<file path="config.mk">
export PLATFORM = sky130hd
export DESIGN_NAME = micro_sequencer
export DESIGN_NICKNAME = d
export VERILOG_FILES = /design/src/rtl/micro_sequencer_pkg.sv /design/src/rtl/mseq_next_addr.sv /design/src/rtl/micro_sequencer.sv
export SDC_FILE = /design/constraint.sdc
export NUM_CORES = 1
export LEC_CHECK = 0
export CORE_ASPECT_RATIO = 1.75
export CORE_MARGIN = 5
export CORE_UTILIZATION = 46
export CTS_BUF_LIST = sky130_fd_sc_hd__clkbuf_4
export DETAILED_ROUTE_END_ITERATION = 8
export PLACE_DENSITY = 0.89
export SLEW_MARGIN = 20
export SYNTH_ARGS = -nofsm -noshare
export SYNTH_HDL_FRONTEND = slang
export SYNTH_SLANG_ARGS = --single-unit
</file>
<file path="constraint.sdc">
create_clock -name CLOCK_50 -period 3.1 [get_ports CLOCK_50]
set_input_delay 0.62 -clock CLOCK_50 [delete_from_list [all_inputs] [get_ports CLOCK_50]]
set_output_delay 0.62 -clock CLOCK_50 [all_outputs]
set_load 0.1 [all_outputs]
</file>
<file path="src/rtl/micro_sequencer_pkg.sv">
// Shared definitions for the micro-sequencer: microword field positions,
// COND encodings, FSM state encoding and the reset microstore address.
package micro_sequencer_pkg;

    localparam int unsigned ADDR_W  = 11;
    localparam int unsigned WORD_W  = 41;
    localparam int unsigned IR_W    = 32;
    localparam int unsigned FLAGS_W = 4;

    // Microword field bit positions
    localparam int unsigned A_HI     = 40;
    localparam int unsigned A_LO     = 35;
    localparam int unsigned AMUX_BIT = 34;
    localparam int unsigned B_HI     = 33;
    localparam int unsigned B_LO     = 28;
    localparam int unsigned BMUX_BIT = 27;
    localparam int unsigned C_HI     = 26;
    localparam int unsigned C_LO     = 21;
    localparam int unsigned RDWR_HI  = 20;
    localparam int unsigned RDWR_LO  = 18;
    localparam int unsigned RD_BIT   = 19;
    localparam int unsigned WR_BIT   = 18;
    localparam int unsigned ALU_HI   = 17;
    localparam int unsigned ALU_LO   = 14;
    localparam int unsigned COND_HI  = 13;
    localparam int unsigned COND_LO  = 11;
    localparam int unsigned JADDR_HI = 10;
    localparam int unsigned JADDR_LO = 0;

    // Condition-code positions within {n,z,v,c}
    localparam int unsigned FLAG_N = 3;
    localparam int unsigned FLAG_Z = 2;
    localparam int unsigned FLAG_V = 1;
    localparam int unsigned FLAG_C = 0;

    // IR bit tested by COND_IR13
    localparam int unsigned IR_TEST_BIT = 13;

    typedef enum logic [2:0] {
        COND_NEXT   = 3'b000,
        COND_N      = 3'b001,
        COND_Z      = 3'b010,
        COND_V      = 3'b011,
        COND_C      = 3'b100,
        COND_IR13   = 3'b101,
        COND_JUMP   = 3'b110,
        COND_DECODE = 3'b111
    } cond_e;

    typedef enum logic [1:0] {
        ST_FETCH   = 2'b00,
        ST_EXEC    = 2'b01,
        ST_MEMWAIT = 2'b10
    } state_e;

    localparam logic [ADDR_W-1:0] RESET_ADDR = '0;

endpackage

</file>
<file path="src/rtl/mseq_next_addr.sv">
// Combinational next-microaddress selection.
// Ports: csai (current address), cond/jaddr (from MIR), flags {n,z,v,c},
//        ir (instruction register), next_addr_c (selected next address).
module mseq_next_addr
    import micro_sequencer_pkg::*;
(
    input  logic [ADDR_W-1:0]  csai,
    input  cond_e              cond,
    input  logic [ADDR_W-1:0]  jaddr,
    input  logic [FLAGS_W-1:0] flags,
    input  logic [IR_W-1:0]    ir,
    output logic [ADDR_W-1:0]  next_addr_c
);

    logic [ADDR_W-1:0] incr_c;
    logic [ADDR_W-1:0] decode_c;
    logic              unused_ir_bits;

    // Only the opcode-class and op3 fields of IR steer decode
    assign unused_ir_bits = ^{ir[29:25], ir[18:14], ir[12:0]};

    // Increment wraps naturally at the address width
    assign incr_c   = csai + ADDR_W'(1);
    assign decode_c = {1'b1, ir[31:30], ir[24:19], 2'b00};

    // COND mux: untaken conditionals fall through to csai+1
    always_comb begin
        next_addr_c = incr_c;
        case (cond)
            COND_NEXT:   next_addr_c = incr_c;
            COND_N:      if (flags[FLAG_N])   next_addr_c = jaddr;
            COND_Z:      if (flags[FLAG_Z])   next_addr_c = jaddr;
            COND_V:      if (flags[FLAG_V])   next_addr_c = jaddr;
            COND_C:      if (flags[FLAG_C])   next_addr_c = jaddr;
            COND_IR13:   if (ir[IR_TEST_BIT]) next_addr_c = jaddr;
            COND_JUMP:   next_addr_c = jaddr;
            COND_DECODE: next_addr_c = decode_c;
        endcase
    end

endmodule

</file>
<file path="src/rtl/micro_sequencer.sv">
// Microprogram sequencer: fetches microwords from a combinational control
// ROM into the MIR, issues memory strobes and stalls until acknowledged.
// Ports: CLOCK_50/RESET_InHigh, ROM address/data, MIR out, IR and flags in,
//        memory read/write strobes, memory ack, stall.
module micro_sequencer
    import micro_sequencer_pkg::*;
#(
    parameter int unsigned MSEQ_ADDR_W = 11,
    parameter int unsigned MSEQ_WORD_W = 41
) (
    input  logic                   CLOCK_50,
    input  logic                   RESET_InHigh,
    output logic [MSEQ_ADDR_W-1:0] MSEQ_ROMAddr_Out,
    input  logic [MSEQ_WORD_W-1:0] MSEQ_ROMData_In,
    output logic [MSEQ_WORD_W-1:0] MSEQ_MIR_Out,
    input  logic [IR_W-1:0]        MSEQ_IR_In,
    input  logic [FLAGS_W-1:0]     MSEQ_Flags_In,
    output logic                   MSEQ_MemRd_Out,
    output logic                   MSEQ_MemWr_Out,
    input  logic                   MSEQ_MemAck_In,
    output logic                   MSEQ_Stall_Out
);

    state_e                 state;
    logic [MSEQ_ADDR_W-1:0] csai;
    logic [MSEQ_WORD_W-1:0] mir;
    logic                   mem_rd;
    logic                   mem_wr;
    logic                   stall;
    logic [ADDR_W-1:0]      next_addr_c;
    logic                   rd_req_c;
    logic                   wr_req_c;

    // Read wins when both request bits are set
    assign rd_req_c = mir[RD_BIT];
    assign wr_req_c = mir[WR_BIT] & ~mir[RD_BIT];

    mseq_next_addr u_next_addr (
        .csai        (ADDR_W'(csai)),
        .cond        (cond_e'(mir[COND_HI:COND_LO])),
        .jaddr       (mir[JADDR_HI:JADDR_LO]),
        .flags       (MSEQ_Flags_In),
        .ir          (MSEQ_IR_In),
        .next_addr_c (next_addr_c)
    );

    // Sequencer FSM; next address committed at end of EXEC or on ack
    always_ff @(posedge CLOCK_50 or posedge RESET_InHigh) begin
        if (RESET_InHigh) begin
            state  <= ST_FETCH;
            csai   <= MSEQ_ADDR_W'(RESET_ADDR);
            mir    <= '0;
            mem_rd <= 1'b0;
            mem_wr <= 1'b0;
            stall  <= 1'b0;
        end else begin
            case (state)
                ST_FETCH: begin
                    mir   <= MSEQ_ROMData_In;
                    state <= ST_EXEC;
                end
                ST_EXEC: begin
                    if (rd_req_c || wr_req_c) begin
                        mem_rd <= rd_req_c;
                        mem_wr <= wr_req_c;
                        stall  <= 1'b1;
                        state  <= ST_MEMWAIT;
                    end else begin
                        csai  <= MSEQ_ADDR_W'(next_addr_c);
                        state <= ST_FETCH;
                    end
                end
                ST_MEMWAIT: begin
                    if (MSEQ_MemAck_In) begin
                        mem_rd <= 1'b0;
                        mem_wr <= 1'b0;
                        stall  <= 1'b0;
                        csai   <= MSEQ_ADDR_W'(next_addr_c);
                        state  <= ST_FETCH;
                    end
                end
                default: state <= ST_FETCH;
            endcase
        end
    end

    assign MSEQ_ROMAddr_Out = csai;
    assign MSEQ_MIR_Out     = mir;
    assign MSEQ_MemRd_Out   = mem_rd;
    assign MSEQ_MemWr_Out   = mem_wr;
    assign MSEQ_Stall_Out   = stall;

endmodule

</file>
* Yosys cells after proc, flatten, opt, wreduce, memory -nomap -nowiden
Cells that the tools add are included.
Operators by class: reduce and logical (&&, ||, !) cells 6, bitwise logic cells 2, multiplexer cells 19, equality and inequality tests 12, add/sub/neg operators 1
Operators with widths (number):
- case mux 11 bit (8 select lines) | 1
- two-way mux 11 bit | 7
- case mux 11 bit (2 select lines) | 1
- equality test 3 bit, second input constant | 4
- adder 11 x 1 -> 11 bit, second input constant | 1
- equality test 3 x 2 -> 1 bit, second input constant | 2
- != test 2 bit, second input constant | 3
- case mux 1 bit (2 select lines) | 3
- case mux 2 bit (3 select lines) | 1
- AND reduction 3 bit | 2
- two-way mux 1 bit | 4
- two-way mux 2 bit | 2
- equality test 3 x 1 -> 1 bit, second input constant | 1
- zero test 3 bit | 1
- equality test 2 x 1 -> 1 bit, second input constant | 1
- equality test 2 bit, second input constant | 1
- zero test 2 bit | 1
- nonzero test 2 bit | 1
- bitwise AND 1 bit | 1
- logical OR 1 bit | 1
- NOT 1 bit | 1
Word-level totals: flip-flop bits (word level) 57, bits of input ports 80, output and inout port bits 55, word-level logic and storage cells 46

* Logic depth before layout (Yosys ltp)
depth in word-level cells 5, mapped depth 8, gate-level depth less buffers 7

* By module
Synthesis repeated with hierarchy kept, for this count alone.
Unflattened totals: cell total of the unflattened synthesis 214, area total of the unflattened synthesis 2770.2 um^2
Modules (own cells, without submodules):
- micro_sequencer | cells an instance 136, area each 2209.6 um^2, sequential area each 1426.4 um^2, times used 1
- mseq_next_addr | cells an instance 78, area each 560.5 um^2, sequential area each 0.0 um^2, times used 1

* Worst setup path before layout
No wires, ideal clock.
path kind register -> register, start register mir[11] (netlist: MSEQ_MIR_Out[11]), end register csai[5] (netlist: MSEQ_ROMAddr_Out[5]), clock period less this slack 2.448 ns, setup time 0.127 ns, data required time 2.973 ns, buffers on the path 2, arrival 2.321 ns, cell stages (with the launch flop) 8, setup slack 0.652 ns, cells stage by stage dfrtp_1 buf_6 buf_2 nand3b_1 o211ai_1 o21bai_1 o21a_1 a221o_2
On the way: word-level cells in the longest chain between the ends 4, elaborated cells on any way between the ends 12, classes of those cells eq/ne: 7; mux: 4; reduce/logical: 1
RTL lines:
- start, declared | RTL line micro_sequencer.sv:26 | logic [MSEQ_WORD_W-1:0] mir;
- start signal, assigned | RTL line micro_sequencer.sv:59 | mir <= MSEQ_ROMData_In;
- equality test 3 bit, or another cell as far along | RTL line mseq_next_addr.sv:29 | case (cond)
- case mux 11 bit (8 select lines) (*) | RTL line mseq_next_addr.sv:29
- two-way mux 11 bit, on equally long branches | RTL line micro_sequencer.sv:74, micro_sequencer.sv:63
- case mux 11 bit (2 select lines) (*) | RTL line micro_sequencer.sv:57 | case (state)
- end signal, assigned | RTL line micro_sequencer.sv:51 | csai <= MSEQ_ADDR_W'(RESET_ADDR);
- end signal, assigned | RTL line micro_sequencer.sv:69 | csai <= MSEQ_ADDR_W'(next_addr_c);
- end signal, assigned | RTL line micro_sequencer.sv:78 | csai <= MSEQ_ADDR_W'(next_addr_c);
- end, declared | RTL line micro_sequencer.sv:25 | logic [MSEQ_ADDR_W-1:0] csai;
Every way passes the cells marked *; elsewhere a longest branch is shown, timed or not. The select of a mux whose other input is x is not followed. A chain may end at the register's enable or synchronous reset.

* Worst setup path after layout
start register mir[11] (netlist: MSEQ_MIR_Out[11]), end register csai[6] (netlist: MSEQ_ROMAddr_Out[6])
Same word-level chain as after synthesis.

==> impl_results.md <==
- Status: completed
- First-pass GRT wire length: roughly 13000 um
- R2r setup slk: a little under 0.8 ns
- Final Hold Viols: 0
- Antenna Nets Post-Route: 0
- Crit path kind: register to register
- Crit path time final: 2.31 ns
- Count of flip-flops with a built-in enable after synthesis: 0
- Max_cap viols: 0
- DRT iter0 DRCs: ~180
- CP Launch Type: register
- Max Clock Freq: 0.433 GHz
- CTS buffer count: 9
- FF-to-FF path depth: 6
- Vias in the first global route: 2681
- Fraction of registers with async set/reset: 100%
- Post-Synth Simple-Gate Area: a little over an eighth
- Slew Limit Fails: 0
- CP Cell Sequence: mux2i_1, nand3b_1, o211a_1, or4_1, a21oi_1, a221o_1
- DRT Pass-1 Iters: 4
- Mux cell area share after synthesis: around 17%
- Post-cts resize count: 0
- Unrepaired setup endpoints after global routing: false
- Met3 routed WL: ~560 um
- Slew @ Worst Pin: roughly 0.65 ns
- Largest area contributor in the netlist: dfrtp_1
- Largest net degree at the start of global routing: 33
- Worst Hold Slack: ~0.44 ns
- Residual DRC count: 0
- Initial Util: 46.6%
- Crit path DAT: 2.65 ns
- Routed length on met1: 2600 um
- Hpwl dp: slightly below 6000 um
- Clock Sinks: 57
- Synth Net Count: 350
- WP depth: 6
- Port bufs: roughly 110
- Worst skew pair latency: approximately 0.4 ns
- Post-CTS setup buffer count: 0
- Cell row count: 38
- Adder-cell share of the synthesized area: less than 1%
- CTS root buffer: clkbuf_4
- Top sig layer: met4
- Synth Register Bits: 57
- Largest family of logic cells by synthesized area: multiplexers
- Required @ worst endpoint: 3.44 ns
- Fin crit share: about three quarters
- # setup viols final: 0
- Area growth syn-to-layout: 42.4%
- Die Ht: 114 um
- Core area: 6130 um^2
- Tightest Hold Check Type: input port to async pin
- Total Nets Final: roughly 460
- Syn Area/Cell: ~11 um^2
- Via Count: about 2600
- Full die area: around 7900 um^2
- Final GP Congestion: ~0.86
- Synth unique cells: 45
- Most frequent cells in the layout: buf_4, dfrtp_1, clkdlybuf4s50_1
- Top post-synthesis cells by area: dfrtp_1, mux2_2, a21oi_1
- Post-synthesis sequential area ratio: between 40% and 50%
- Area share of the largest cell type after synthesis: between 40% and 50%
- Compound-cell area share of the yosys netlist: 15.9%
- Gate Count Post-Synth: 269
- Crit end category: register
- Wire per inst: between 15 and 20 um
- Ports: 135
- H-tree depth: 3
- Initial antenna violation count: 1
- Die Wd: between 60 and 70 um
- Slowest stage delay, CP: 0.73 ns
- Top delay family on crit path: flip-flops
- Vias per inst: between 5 and 6
- CP max FO: 20
- Share of layout cells above drive strength 1: roughly a third
- Max-slew headroom: between 50 and 60%
- Clock-pin transition on the worst setup and hold timing paths: ~0.1 ns
- Xor/xnor share of the synthesized area: 0.307%
- CTS tree: yes
- Buf+Inv Stages, Crit Path: 0
- Final setup TNS: 0 ns
- Congestion Overflow GR: 0
- Commonest non-fill, non-tap cell in the layout: buf_4
- Yosys warnings: 0
- Tot GR Track Use: 20.1%
- Synth Flop Type: dfrtp_1
- Met2 Wirelength: between 4000 and 5000 um
- Clock skew: 0.0138 ns
- Final WS setup: 0.789 ns
- Routed WL: between 7000 and 8000 um
- CTS Hold Bufs: 0
- Clk buf depth: 2
- Mapped Area: approximately 2900 um^2
- CP max-delay cell: dfrtp_1
- Pre-CTS setup slack: roughly 0.59 ns
[sequential cells by signal, summed over array words and instances, names as in the netlist]
name and flops:
MSEQ_MIR_Out 41, MSEQ_ROMAddr_Out 11, state 2, MSEQ_MemRd_Out 1, MSEQ_MemWr_Out 1, MSEQ_Stall_Out 1
[stage by stage]
step	cell area (um^2)	util [%]	cells
2_1_floorplan	2860	-	269
3_3_place_gp	3910	63.7	450
3_5_place_dp	3910	63.7	450
4_1_cts	4070	66.3	466
5_1_grt	4070	66.3	467
6_report	4070	66.3	467
[layout make-up]
| class | instances | area, um^2 |
|---|---|---|
| Inverter | 5 | 18.8 |
| Timing Repair Buffer | 118 | 1030 |
| Antenna cell | 1 | 2.50 |
| Fill cell | 493 | 2070 |
| Clock buffer | 10 | 75.1 |
| Sequential cell | 57 | 1430 |
| Tap cell | 80 | 100 |
| Clock inverter | 6 | 82.6 |
| Multi-Input combinational cell | 190 | 1340 |
[worst register-to-register path: stages, from the launching register on]
cell	delay, ns
dfrtp_1	0.73
mux2i_1	0.34
nand3b_1	0.16
o211a_1	0.30
or4_1	0.45
a21oi_1	0.16
a221o_1	0.12
[cells in the mapped netlist (all sizes together), types with 5 or more instances]
master,count
buf,5
nor3,5
a21oi,23
inv,5
nor2,15
mux2,41
nand3,8
o21ai,16
nand2,24
a221o,5
dfrtp,57
clkbuf,12
[per-layer routing]
layer / track usage, % / vias to the layer above
met4: 13.0 / 0
met3: 6.77 / 24
met2: 35.0 / 113
met1: 20.4 / 1223
li1: - / 1218
met5: 0 / -
[final timing paths]
path | start | end
max | MSEQ_MIR_Out[11] | MSEQ_ROMAddr_Out[6]
min | RESET_InHigh | MSEQ_MIR_Out[34]
max reg2reg | MSEQ_MIR_Out[11] | MSEQ_ROMAddr_Out[6]
min reg2reg | MSEQ_MIR_Out[31] | MSEQ_MIR_Out[31]
max in group asynchronous | RESET_InHigh | MSEQ_MIR_Out[13]
min in group CLOCK_50 | MSEQ_MIR_Out[31] | MSEQ_MIR_Out[31]
[cell families (layout without fill, tap and decap cells)]
group,count (synthesis),in the layout
AND/OR/NAND/NOR,76,76
AO/OA/AOI/OAI,70,70
flip-flops,57,57
multiplexers,42,42
buffers and inverters,22,139
adder cells (fa/ha/maj),1,1
XOR/XNOR,1,1
other,0,1
Power is left out: the tool's default activity adds up to more than one toggle a clock period on the data nets, which glitch-free logic cannot reach.
